`src/rtl/perceptron_mac_if.sv`:
```
// Handshake bundle between the input/weight sequencer, the neuron and the
// output layer register. The sequencer side is the master; the neuron is
// the slave.
interface perceptron_mac_if #(
   parameter int WIDTH = 6
) ();

   logic             start;
   logic [WIDTH-1:0] bias;
   logic             in_valid;
   logic             in_ready;
   logic [WIDTH-1:0] x;
   logic [WIDTH-1:0] w;
   logic             out_valid;
   logic             out_ready;
   logic [WIDTH-1:0] result;
   logic             fire;
   logic             sat;

   modport master (
      output start,
      output bias,
      output in_valid,
      output x,
      output w,
      output out_ready,
      input  in_ready,
      input  out_valid,
      input  result,
      input  fire,
      input  sat
   );

   modport slave (
      input  start,
      input  bias,
      input  in_valid,
      input  x,
      input  w,
      input  out_ready,
      output in_ready,
      output out_valid,
      output result,
      output fire,
      output sat
   );

endinterface

```
`src/rtl/perceptron_mac.sv`:
```
// Sequential signed fixed-point multiply-accumulate neuron.
// Streams N_INPUTS (x, w) pairs into a wide accumulator preloaded with the
// bias, then normalises back to Q(WIDTH-FRAC).FRAC, saturates and applies
// the activation selected by ACT (0 identity, 1 ReLU, 2 step).
// The accumulator is sized so that it can never overflow internally:
// each product needs 2*WIDTH bits, summing N_INPUTS of them plus the
// shifted bias needs clog2(N_INPUTS+1) more, and one guard bit is added.
module perceptron_mac #(
   parameter int WIDTH    = 6,
   parameter int FRAC     = 3,
   parameter int N_INPUTS = 4,
   parameter int ACT      = 0
) (
   input logic             clk,
   input logic             reset,
   perceptron_mac_if.slave bus
);

   localparam int PROD_W = 2 * WIDTH;
   localparam int ACC_W  = 2 * WIDTH + $clog2(N_INPUTS + 1) + 1;
   localparam int CNT_W  = (N_INPUTS > 1) ? $clog2(N_INPUTS) : 1;

   localparam logic [CNT_W-1:0] LAST_CNT = CNT_W'(N_INPUTS - 1);

   // Representable result range, expressed at accumulator width so the
   // comparisons below are done on the full normalised sum.
   localparam logic signed [ACC_W-1:0] SAT_MAX =
      {{(ACC_W - WIDTH + 1){1'b0}}, {(WIDTH - 1){1'b1}}};
   localparam logic signed [ACC_W-1:0] SAT_MIN =
      {{(ACC_W - WIDTH + 1){1'b1}}, {(WIDTH - 1){1'b0}}};

   // 1.0 in the output fixed-point format, used by the step activation.
   localparam logic [WIDTH-1:0] STEP_ONE = {{(WIDTH - 1){1'b0}}, 1'b1} << FRAC;

   localparam logic [1:0] ACT_SEL = ACT[1:0];

   typedef enum logic [1:0] {
      ST_IDLE  = 2'd0,
      ST_ACCUM = 2'd1,
      ST_NORM  = 2'd2,
      ST_DONE  = 2'd3
   } state_t;

   // Clamp a normalised sum into the WIDTH-bit signed range.
   // Returns {saturated_flag, clamped_value}.
   function automatic logic [WIDTH:0] clamp_fn(input logic signed [ACC_W-1:0] v);
      logic [WIDTH:0] r;
      if (v > SAT_MAX) begin
         r = {1'b1, SAT_MAX[WIDTH-1:0]};
      end else if (v < SAT_MIN) begin
         r = {1'b1, SAT_MIN[WIDTH-1:0]};
      end else begin
         r = {1'b0, v[WIDTH-1:0]};
      end
      return r;
   endfunction

   // Registered state and outputs.
   state_t                   state_r;
   logic signed [ACC_W-1:0]  acc_r;
   logic [CNT_W-1:0]         count_r;
   logic                     in_ready_r;
   logic                     out_valid_r;
   logic [WIDTH-1:0]         result_r;
   logic                     fire_r;
   logic                     sat_r;

   // Combinational datapath.
   logic                     beat_s;
   logic [PROD_W-1:0]        x_ext_s;
   logic [PROD_W-1:0]        w_ext_s;
   logic signed [PROD_W-1:0] prod_s;
   logic signed [ACC_W-1:0]  prod_ext_s;
   logic signed [ACC_W-1:0]  bias_ext_s;
   logic signed [ACC_W-1:0]  shifted_s;
   logic [WIDTH:0]           clamp_s;
   logic [WIDTH-1:0]         clamped_s;
   logic                     sat_s;
   logic                     fire_s;
   logic [WIDTH-1:0]         act_s;

   // Beat qualification, full-width signed product and sign-extended bias.
   always_comb begin
      beat_s     = bus.in_valid & in_ready_r;
      x_ext_s    = {{WIDTH{bus.x[WIDTH-1]}}, bus.x};
      w_ext_s    = {{WIDTH{bus.w[WIDTH-1]}}, bus.w};
      prod_s     = $signed(x_ext_s) * $signed(w_ext_s);
      prod_ext_s = {{(ACC_W - PROD_W){prod_s[PROD_W-1]}}, prod_s};
      bias_ext_s = {{(ACC_W - WIDTH){bus.bias[WIDTH-1]}}, bus.bias};
   end

   // Normalise (floor shift), saturate and decide whether the neuron fires.
   always_comb begin
      shifted_s = acc_r >>> FRAC;
      clamp_s   = clamp_fn(shifted_s);
      sat_s     = clamp_s[WIDTH];
      clamped_s = clamp_s[WIDTH-1:0];
      fire_s    = (~shifted_s[ACC_W-1]) & (shifted_s != {ACC_W{1'b0}});
   end

   // Activation selected at elaboration time.
   always_comb begin
      act_s = clamped_s;
      case (ACT_SEL)
         2'd0: begin
            act_s = clamped_s;
         end
         2'd1: begin
            if (clamped_s[WIDTH-1]) begin
               act_s = {WIDTH{1'b0}};
            end else begin
               act_s = clamped_s;
            end
         end
         2'd2: begin
            if (fire_s) begin
               act_s = STEP_ONE;
            end else begin
               act_s = {WIDTH{1'b0}};
            end
         end
         default: begin
            act_s = clamped_s;
         end
      endcase
   end

   // Evaluation sequencer: IDLE -> ACCUM -> NORM -> DONE -> IDLE.
   // A reset anywhere discards the partial sum and clears the outputs.
   always_ff @(posedge clk) begin
      if (reset) begin
         state_r     <= ST_IDLE;
         acc_r       <= {ACC_W{1'b0}};
         count_r     <= {CNT_W{1'b0}};
         in_ready_r  <= 1'b0;
         out_valid_r <= 1'b0;
         result_r    <= {WIDTH{1'b0}};
         fire_r      <= 1'b0;
         sat_r       <= 1'b0;
      end else begin
         case (state_r)
            ST_IDLE: begin
               // The bias only lives on in the preloaded accumulator.
               if (bus.start) begin
                  acc_r      <= bias_ext_s <<< FRAC;
                  count_r    <= {CNT_W{1'b0}};
                  in_ready_r <= 1'b1;
                  state_r    <= ST_ACCUM;
               end
            end
            ST_ACCUM: begin
               if (beat_s) begin
                  acc_r   <= acc_r + prod_ext_s;
                  count_r <= count_r + CNT_W'(1);
                  if (count_r == LAST_CNT) begin
                     in_ready_r <= 1'b0;
                     state_r    <= ST_NORM;
                  end
               end
            end
            ST_NORM: begin
               result_r    <= act_s;
               fire_r      <= fire_s;
               sat_r       <= sat_s;
               out_valid_r <= 1'b1;
               state_r     <= ST_DONE;
            end
            ST_DONE: begin
               // result/fire/sat are left untouched so they persist in IDLE.
               if (bus.out_ready) begin
                  out_valid_r <= 1'b0;
                  state_r     <= ST_IDLE;
               end
            end
            default: begin
               in_ready_r  <= 1'b0;
               out_valid_r <= 1'b0;
               state_r     <= ST_IDLE;
            end
         endcase
      end
   end

   assign bus.in_ready  = in_ready_r;
   assign bus.out_valid = out_valid_r;
   assign bus.result    = result_r;
   assign bus.fire      = fire_r;
   assign bus.sat       = sat_r;

endmodule

```
`src/flat_wrapper.sv`:
```
// flat-port wrapper written by rule: the top's interface ports become plain ports
module perceptron_mac_flat 
#(
   parameter int WIDTH    = 6,
   parameter int FRAC     = 3,
   parameter int N_INPUTS = 4,
   parameter int ACT      = 0
)
  (clk, reset, bus_start, bus_bias, bus_in_valid, bus_x, bus_w, bus_out_ready, bus_in_ready, bus_out_valid, bus_result, bus_fire, bus_sat);
  perceptron_mac_if #(.WIDTH(WIDTH)) bus_i ();
  input logic clk;
  input logic reset;
  input wire logic [$bits(bus_i.start)-1:0] bus_start;
  input wire logic [$bits(bus_i.bias)-1:0] bus_bias;
  input wire logic [$bits(bus_i.in_valid)-1:0] bus_in_valid;
  input wire logic [$bits(bus_i.x)-1:0] bus_x;
  input wire logic [$bits(bus_i.w)-1:0] bus_w;
  input wire logic [$bits(bus_i.out_ready)-1:0] bus_out_ready;
  output wire logic [$bits(bus_i.in_ready)-1:0] bus_in_ready;
  output wire logic [$bits(bus_i.out_valid)-1:0] bus_out_valid;
  output wire logic [$bits(bus_i.result)-1:0] bus_result;
  output wire logic [$bits(bus_i.fire)-1:0] bus_fire;
  output wire logic [$bits(bus_i.sat)-1:0] bus_sat;
  assign bus_i.start = bus_start;
  assign bus_i.bias = bus_bias;
  assign bus_i.in_valid = bus_in_valid;
  assign bus_i.x = bus_x;
  assign bus_i.w = bus_w;
  assign bus_i.out_ready = bus_out_ready;
  assign bus_in_ready = bus_i.in_ready;
  assign bus_out_valid = bus_i.out_valid;
  assign bus_result = bus_i.result;
  assign bus_fire = bus_i.fire;
  assign bus_sat = bus_i.sat;
  perceptron_mac #(.WIDTH(WIDTH), .FRAC(FRAC), .N_INPUTS(N_INPUTS), .ACT(ACT)) u_core (.clk(clk), .reset(reset), .bus(bus_i));
endmodule
```
`config.mk`:
```
export PLATFORM = sky130hd
export DESIGN_NAME = perceptron_mac_flat
export DESIGN_NICKNAME = d
export VERILOG_FILES = /design/src/rtl/perceptron_mac_if.sv /design/src/rtl/perceptron_mac.sv /design/src/flat_wrapper.sv
export SDC_FILE = /design/constraint.sdc
export NUM_CORES = 1
export LEC_CHECK = 0
export ABC_AREA = 1
export ABC_CLOCK_PERIOD_IN_PS = 5600
export CAP_MARGIN = 20
export CELL_PAD_IN_SITES_DETAIL_PLACEMENT = 0
export CELL_PAD_IN_SITES_GLOBAL_PLACEMENT = 1
export CORE_ASPECT_RATIO = 1.25
export CORE_MARGIN = 2
export CORE_UTILIZATION = 39
export DETAILED_ROUTE_END_ITERATION = 8
export PLACE_DENSITY_LB_ADDON = 0.05
export RECOVER_POWER = 100
export SYNTH_ARGS = -nofsm -noshare
export SYNTH_HDL_FRONTEND = slang
export SYNTH_SLANG_ARGS = --single-unit
```
`constraint.sdc`:
```
create_clock -name clk -period 5.6 [get_ports clk]
set_input_delay 1.68 -clock clk [delete_from_list [all_inputs] [get_ports clk]]
set_output_delay 1.68 -clock clk [all_outputs]
set_load 0.02 [all_outputs]
```
# --- Word level (Yosys, flattened, before mapping) ---
# Cells that the tools add are included.
op_classes:
  mux: 19
  n_addsub: 2
  eq_ne: 8
  shifts: 0
  div_mod_pow: 0
  mul: 1
  n_lt_le_gt_ge: 2
  bitwise: 3
  n_reduce_logical: 8
op_table:
  columns: ["op", "n"]
  rows:
  - ["2-to-1 mux 16 bit", 2]
  - ["case mux 16 bit (2 select lines)", 1]
  - ["adder 16 x 12 -> 16 bit", 1]
  - ["nonzero test 16 bit", 1]
  - ["2-to-1 mux 7 bit", 2]
  - ["greater-than comparator 13 x 6 -> 1 bit, second input constant", 1]
  - ["less-than comparator 13 x 6 -> 1 bit, second input constant", 1]
  - ["multiplier 6 x 6 -> 12 bit", 1]
  - ["2-to-1 mux 2 bit", 6]
  - ["case mux 2 bit (4 select lines)", 1]
  - ["AND reduction 4 bit", 2]
  - ["== test 2 bit, second input constant", 3]
  - ["2-to-1 mux 1 bit", 4]
  - ["inequality test 2 x 1 -> 1 bit, second input constant", 2]
  - ["inequality test 2 bit, second input constant", 2]
  - ["case mux 1 bit (2 select lines)", 2]
  - ["case mux 2 bit (2 select lines)", 1]
  - ["nonzero test 2 bit", 2]
  - ["AND reduction 3 bit", 1]
  - ["adder 2 x 1 -> 2 bit, second input constant", 1]
  - ["bitwise AND 1 bit", 2]
  - ["== test 2 x 1 -> 1 bit, second input constant", 1]
  - ["zero test 2 bit", 1]
  - ["AND reduction 2 bit", 1]
  - ["inverter 1 bit", 1]
totals:
  latchBits: 0
  ramBits: 0
  inputBits: 23
  n_memories: 0
  elab_cells: 51
  output_inout_bits: 10
  register_bits: 30
  romBits: 0

# --- Depth between registers and ports, before layout ---
# Gate-level depths: netlist (run 1).
logic_depth:
  depth_word: 4
  mapped_depth: 22
  mapped_depth_nobuf: 22

# --- Worst setup path after synthesis (run 1) ---
# OpenSTA, ideal clock, no wires.
synth_timing:
  path_type: "input to register"
  start: "input port bus_w[5]"
  end: "register u_core.acc_r[8]"
  arrival_ps: 5311
  setup_ps: 123
  stages: 16
  path_slack_ps: 166
  path_buffers: 0
  required_ps: 5477
  cell_sequence: "inv_1 > or2_2 > fa_1 > fa_1 > inv_1 > fa_1 > inv_1 > fa_1 > inv_1 > ha_1 > a21oi_2 > nand2_1 > a21oi_1 > nor2_1 > o21ai_0 > a21oi_1"
synth_via:
  elab_chain_cells: 4
synth_lines:
  columns: ["item", "line_no", "rtl"]
  rows:
  - ["start, declared", "flat_wrapper.sv:17", "input wire logic [$bits(bus_i.w)-1:0] bus_w;"]
  - ["multiplier 6 x 6 -> 12 bit", "perceptron_mac.sv:87", "prod_s = $signed(x_ext_s) * $signed(w_ext_s);"]
  - ["adder 16 x 12 -> 16 bit", "perceptron_mac.sv:153", "acc_r <= acc_r + prod_ext_s;"]
  - ["2-to-1 mux 16 bit", "perceptron_mac.sv:152", "if (beat_s) begin"]
  - ["case mux 16 bit (2 select lines)", "perceptron_mac.sv:141", "case (state_r)"]
  - ["end signal, assigned", "perceptron_mac.sv:133", "acc_r <= {ACC_W{1'b0}};"]
  - ["end signal, assigned", "perceptron_mac.sv:145", "acc_r <= bias_ext_s <<< FRAC;"]
  - ["end signal, assigned", "perceptron_mac.sv:153", null]
  - ["end, declared", "perceptron_mac.sv:60", "logic signed [ACC_W-1:0] acc_r;"]
# Every way passes these cells. The select of a mux whose other input is x is not followed.
# A chain may end at the register's enable or synchronous reset.

# --- Final worst setup path (run 1) ---
layout_timing:
  start: "input port bus_w[5]"
  end: "register u_core.acc_r[10]"
# The elaborated chain is that of the path after synthesis.

==> impl_results.md, run 1 <==
* Status: completed
* FMAX at 184 MHz
* Crit path kind: primary input to flip-flop
* I/O Buffers at 32
* Seq. cell area at between 600 and 700 um2
* CTS Buf Count at 5
* Mean Syn Cell Area at around 7.1 um2
* Synth area leader: fa_1
* Fin crit share at 97.2%
* Hold Vio Cnt, Final at 0
* Total power at between 3000 and 4000 uW
* Final WL at approximately 9600 um
* Rel. slew slack at approximately half
* Die area at between 10000 and 15000 um2
* CTS Sinks at 30
* Pin count of the biggest net entering global routing at 21
* Async SR Flop Fraction at 0%
* I/O Pins at 33
* P_leak at 0.00271 uW
* Skew-Pair Late Insertion Delay at ~0.27 ns
* Routability cong. at roughly 0.9
* Synth Register Bits at 30
* Worst path max stage delay at 0.52 ns
* Syn nets at roughly 650
* Clk buf depth at 2
* Share of the synthesized area in the top cell type at 22.4%
* Max-slew violations at 0
* Most area-consuming cells after synthesis: fa_1 22%, dfxtp_1 16%, inv_1 14%
* Slew @ Worst Pin at 0.775 ns
* Clock Skews at around 0.0048 ns
* Req. time, crit path at around 5.8 ns
* Initial antenna violation count at 0
* # Max-Cap Violations at 0
* Vias in the first global route at about 3600
* Row count at 40
* Number of flops mapped to enable cells by yosys at 0
* Setup crit start kind: primary input
* First-pass detailed-route iteration total at 4
* Utilization after layout at between 50% and 60%
* Peak VDD IR at between 0.0002 and 0.00025 V
* Initial Utilization at roughly two fifths
* CP arrival at between 5 and 6 ns
* Fillers at around 980
* Core Region at ~9600 um2
* DR DRC count at 0
* Area of the multi-input gates at a little under 3000 um2
* Antenna-violating nets left at 0
* TNS Setup at 0 ns
* Hold Path Class: flip-flop to flip-flop
* Post-detail-place hpwl at around 8000 um
* Post-Syn Instances at 538
* Layout cells sized above 1 at between 10% and 20%
* CTS tree: done
* ANT cells at 0
* Crit-path cells: clkdlybuf4s50_1, inv_2, or2_4, fa_1, fa_1, inv_1, fa_1, inv_2, fa_1, inv_2, ha_4, a21oi_4, nand2_2, a21oi_2, xnor2_1, nand2_1, a21oi_2
* Final layout net count at between 700 and 800
* Post-Syn Area at 3840 um2
* Global-route wire length before repair at 16400 um
* Clk slew on worst S/H paths at 0.05 ns
* Final setup violation count at 0
* Drt via density at between 4 and 5
* CTS hold repair buffers at 0
* Crit-path max FO at 5
* Most frequent CP cell: fa_1
* Power density over the cells at about 650 nW/um2
* Number of distinct library cells after synthesis at 32
* Yosys warns at 0
* Post-DR wirelength/cell at about 13 um
* Nature of the critical path endpoint: flip-flop
* Clk root buf: clkbuf_16
* Critical-path top delay cell: fa_1
* Grt total ovfl at 0
* Commonest cells after routing, fill and taps aside: 134 x inv_1, 107 x nand2_1, 44 x buf_4, 42 x fa_1, 34 x ha_1
* Vias at 3504
* Sequential fraction of the synthesis area at 15.6%
* Drt first-iter violations at between 100 and 150
* Placed cell area at between 4000 and 5000 um2
* Commonest non-fill, non-tap cell in the layout: inv_1
* GR Util All Layers at approximately a fifth
* Synth-to-Final Area Change at 32.0%
* Hold slack at roughly 0.46 ns
* Min Tclk post-route at 5.44 ns
* Post-route cell area at approximately 5100 um2
* Die W at a little over 90 um
* H-tree level count at 2
* Die Y at approximately 110 um
* Most used DFF post-synth: dfxtp_1
-- worst max-delay path, delay by kind of cell --
kind / cells / cell delay (ns)
AO/OA/AOI/OAI: 3 / 0.46
XOR/XNOR: 1 / 0.13
adder cells (fa/ha/maj): 5 / 2.25
AND/OR/NAND/NOR: 3 / 0.45
buffers and inverters: 5 / 0.68
-- layer usage --
metal  part of all wire (%)  global-route usage [%]  vias up
li1                       -                       -     1786
met1                     44                    23.6     1642
met2                     51                    35.9       64
met3                    2.7                    2.23       12
met4                    1.4                    4.22        0
met5                      0                       0        -
-- what timing repair did --
item,CTS,global route
gates resized for setup,35,49
gates cloned,0,0
pin swaps,15,43
buffers inserted,0,2
endpoints found under the setup margin,10,10
-- worst paths after layout --
check / startpoint / to / slack [ns] / cells past startpoint
hold reg to reg: u_core.bus.result[5] / u_core.bus.result[5] / 0.46 / 2
setup reg to reg: u_core.acc_r[5] / u_core.acc_r[10] / 2.23 / 14
hold / removal: u_core.bus.result[5] / u_core.bus.result[5] / 0.46 / 2
setup / recovery: bus_w[5] / u_core.acc_r[10] / 0.16 / 17
-- flip-flops by register name (all words and copies together), names as in the netlist --
signal                count
u_core.count_r            2
u_core.bus.sat            1
u_core.bus.fire           1
u_core.bus.result         6
u_core.bus.out_valid      1
u_core.state_r            2
u_core.acc_r             16
u_core.bus.in_ready       1
-- report_power, final --
group          total [uW]  switching [uW]  internal (uW)
combinational        2660            1490           1170
clock                 272            95.9            176
sequential            361            75.4            286
-- through the flow --
stage	setup WS (ns)	instances
5_1_grt	-0.00456	744
2_1_floorplan	0.166	538
4_1_cts	0.000116	742
3_5_place_dp	-0.597	734
6_report	0.158	744
3_3_place_gp	-0.599	734
-- cells in the mapped netlist (2+ instances only) --
cell type  number
a21oi_1        33
a21oi_2         3
a31oi_1         2
buf_2           3
buf_6           2
clkbuf_1        3
dfxtp_1        30
fa_1           43
ha_1           43
inv_1         146
nand2_1       123
nand3_1        26
nand4_1         5
nor2_1         26
nor3_1          4
o21ai_0        21
o21ai_1         2
o21bai_1        2
o221ai_1        2
or2_2           3
xnor2_1         3
xor2_1          3
-- logic make-up after synthesis --
logic type,after synthesis,share of synthesized area [%]
compound gates,71,10.7
xor+xnor,6,1.37
simple gates,189,20.1
flops,30,15.6
buf+inv,156,15.8
fa+ha+maj,86,36.4
-- final cells by class --
type	instances	area share [%]
clock buffers	7	2.81
clock inverters	1	0.0987
inverters	148	11.0
multi-input cells	352	57.4
flip-flops and latches	30	11.8
well taps	126	3.11
repair buffers	80	13.7
(Power assumes the default switching activity.)
==> run 2, diff against run 1 <==
--- a/config.mk
+++ b/config.mk
@@ -7,7 +7,6 @@
 export LEC_CHECK = 0
 export ABC_AREA = 1
 export ABC_CLOCK_PERIOD_IN_PS = 5600
-export CAP_MARGIN = 20
 export CELL_PAD_IN_SITES_DETAIL_PLACEMENT = 0
 export CELL_PAD_IN_SITES_GLOBAL_PLACEMENT = 1
 export CORE_ASPECT_RATIO = 1.25
==> results of run 2 <==
No change in the layout: final DEF, timing and power equal those of run 1.
==> run 3, diff against run 2 <==
--- a/config.mk
+++ b/config.mk
@@ -7,12 +7,14 @@
 export LEC_CHECK = 0
 export ABC_AREA = 1
 export ABC_CLOCK_PERIOD_IN_PS = 5600
+export CAP_MARGIN = 25
 export CELL_PAD_IN_SITES_DETAIL_PLACEMENT = 0
 export CELL_PAD_IN_SITES_GLOBAL_PLACEMENT = 1
 export CORE_ASPECT_RATIO = 1.25
 export CORE_MARGIN = 2
 export CORE_UTILIZATION = 39
 export DETAILED_ROUTE_END_ITERATION = 8
+export GPL_ROUTABILITY_DRIVEN = 0
 export PLACE_DENSITY_LB_ADDON = 0.05
 export RECOVER_POWER = 100
 export SYNTH_ARGS = -nofsm -noshare
==> results of run 3 <==
No change in the layout: final DEF, timing and power equal those of run 1.
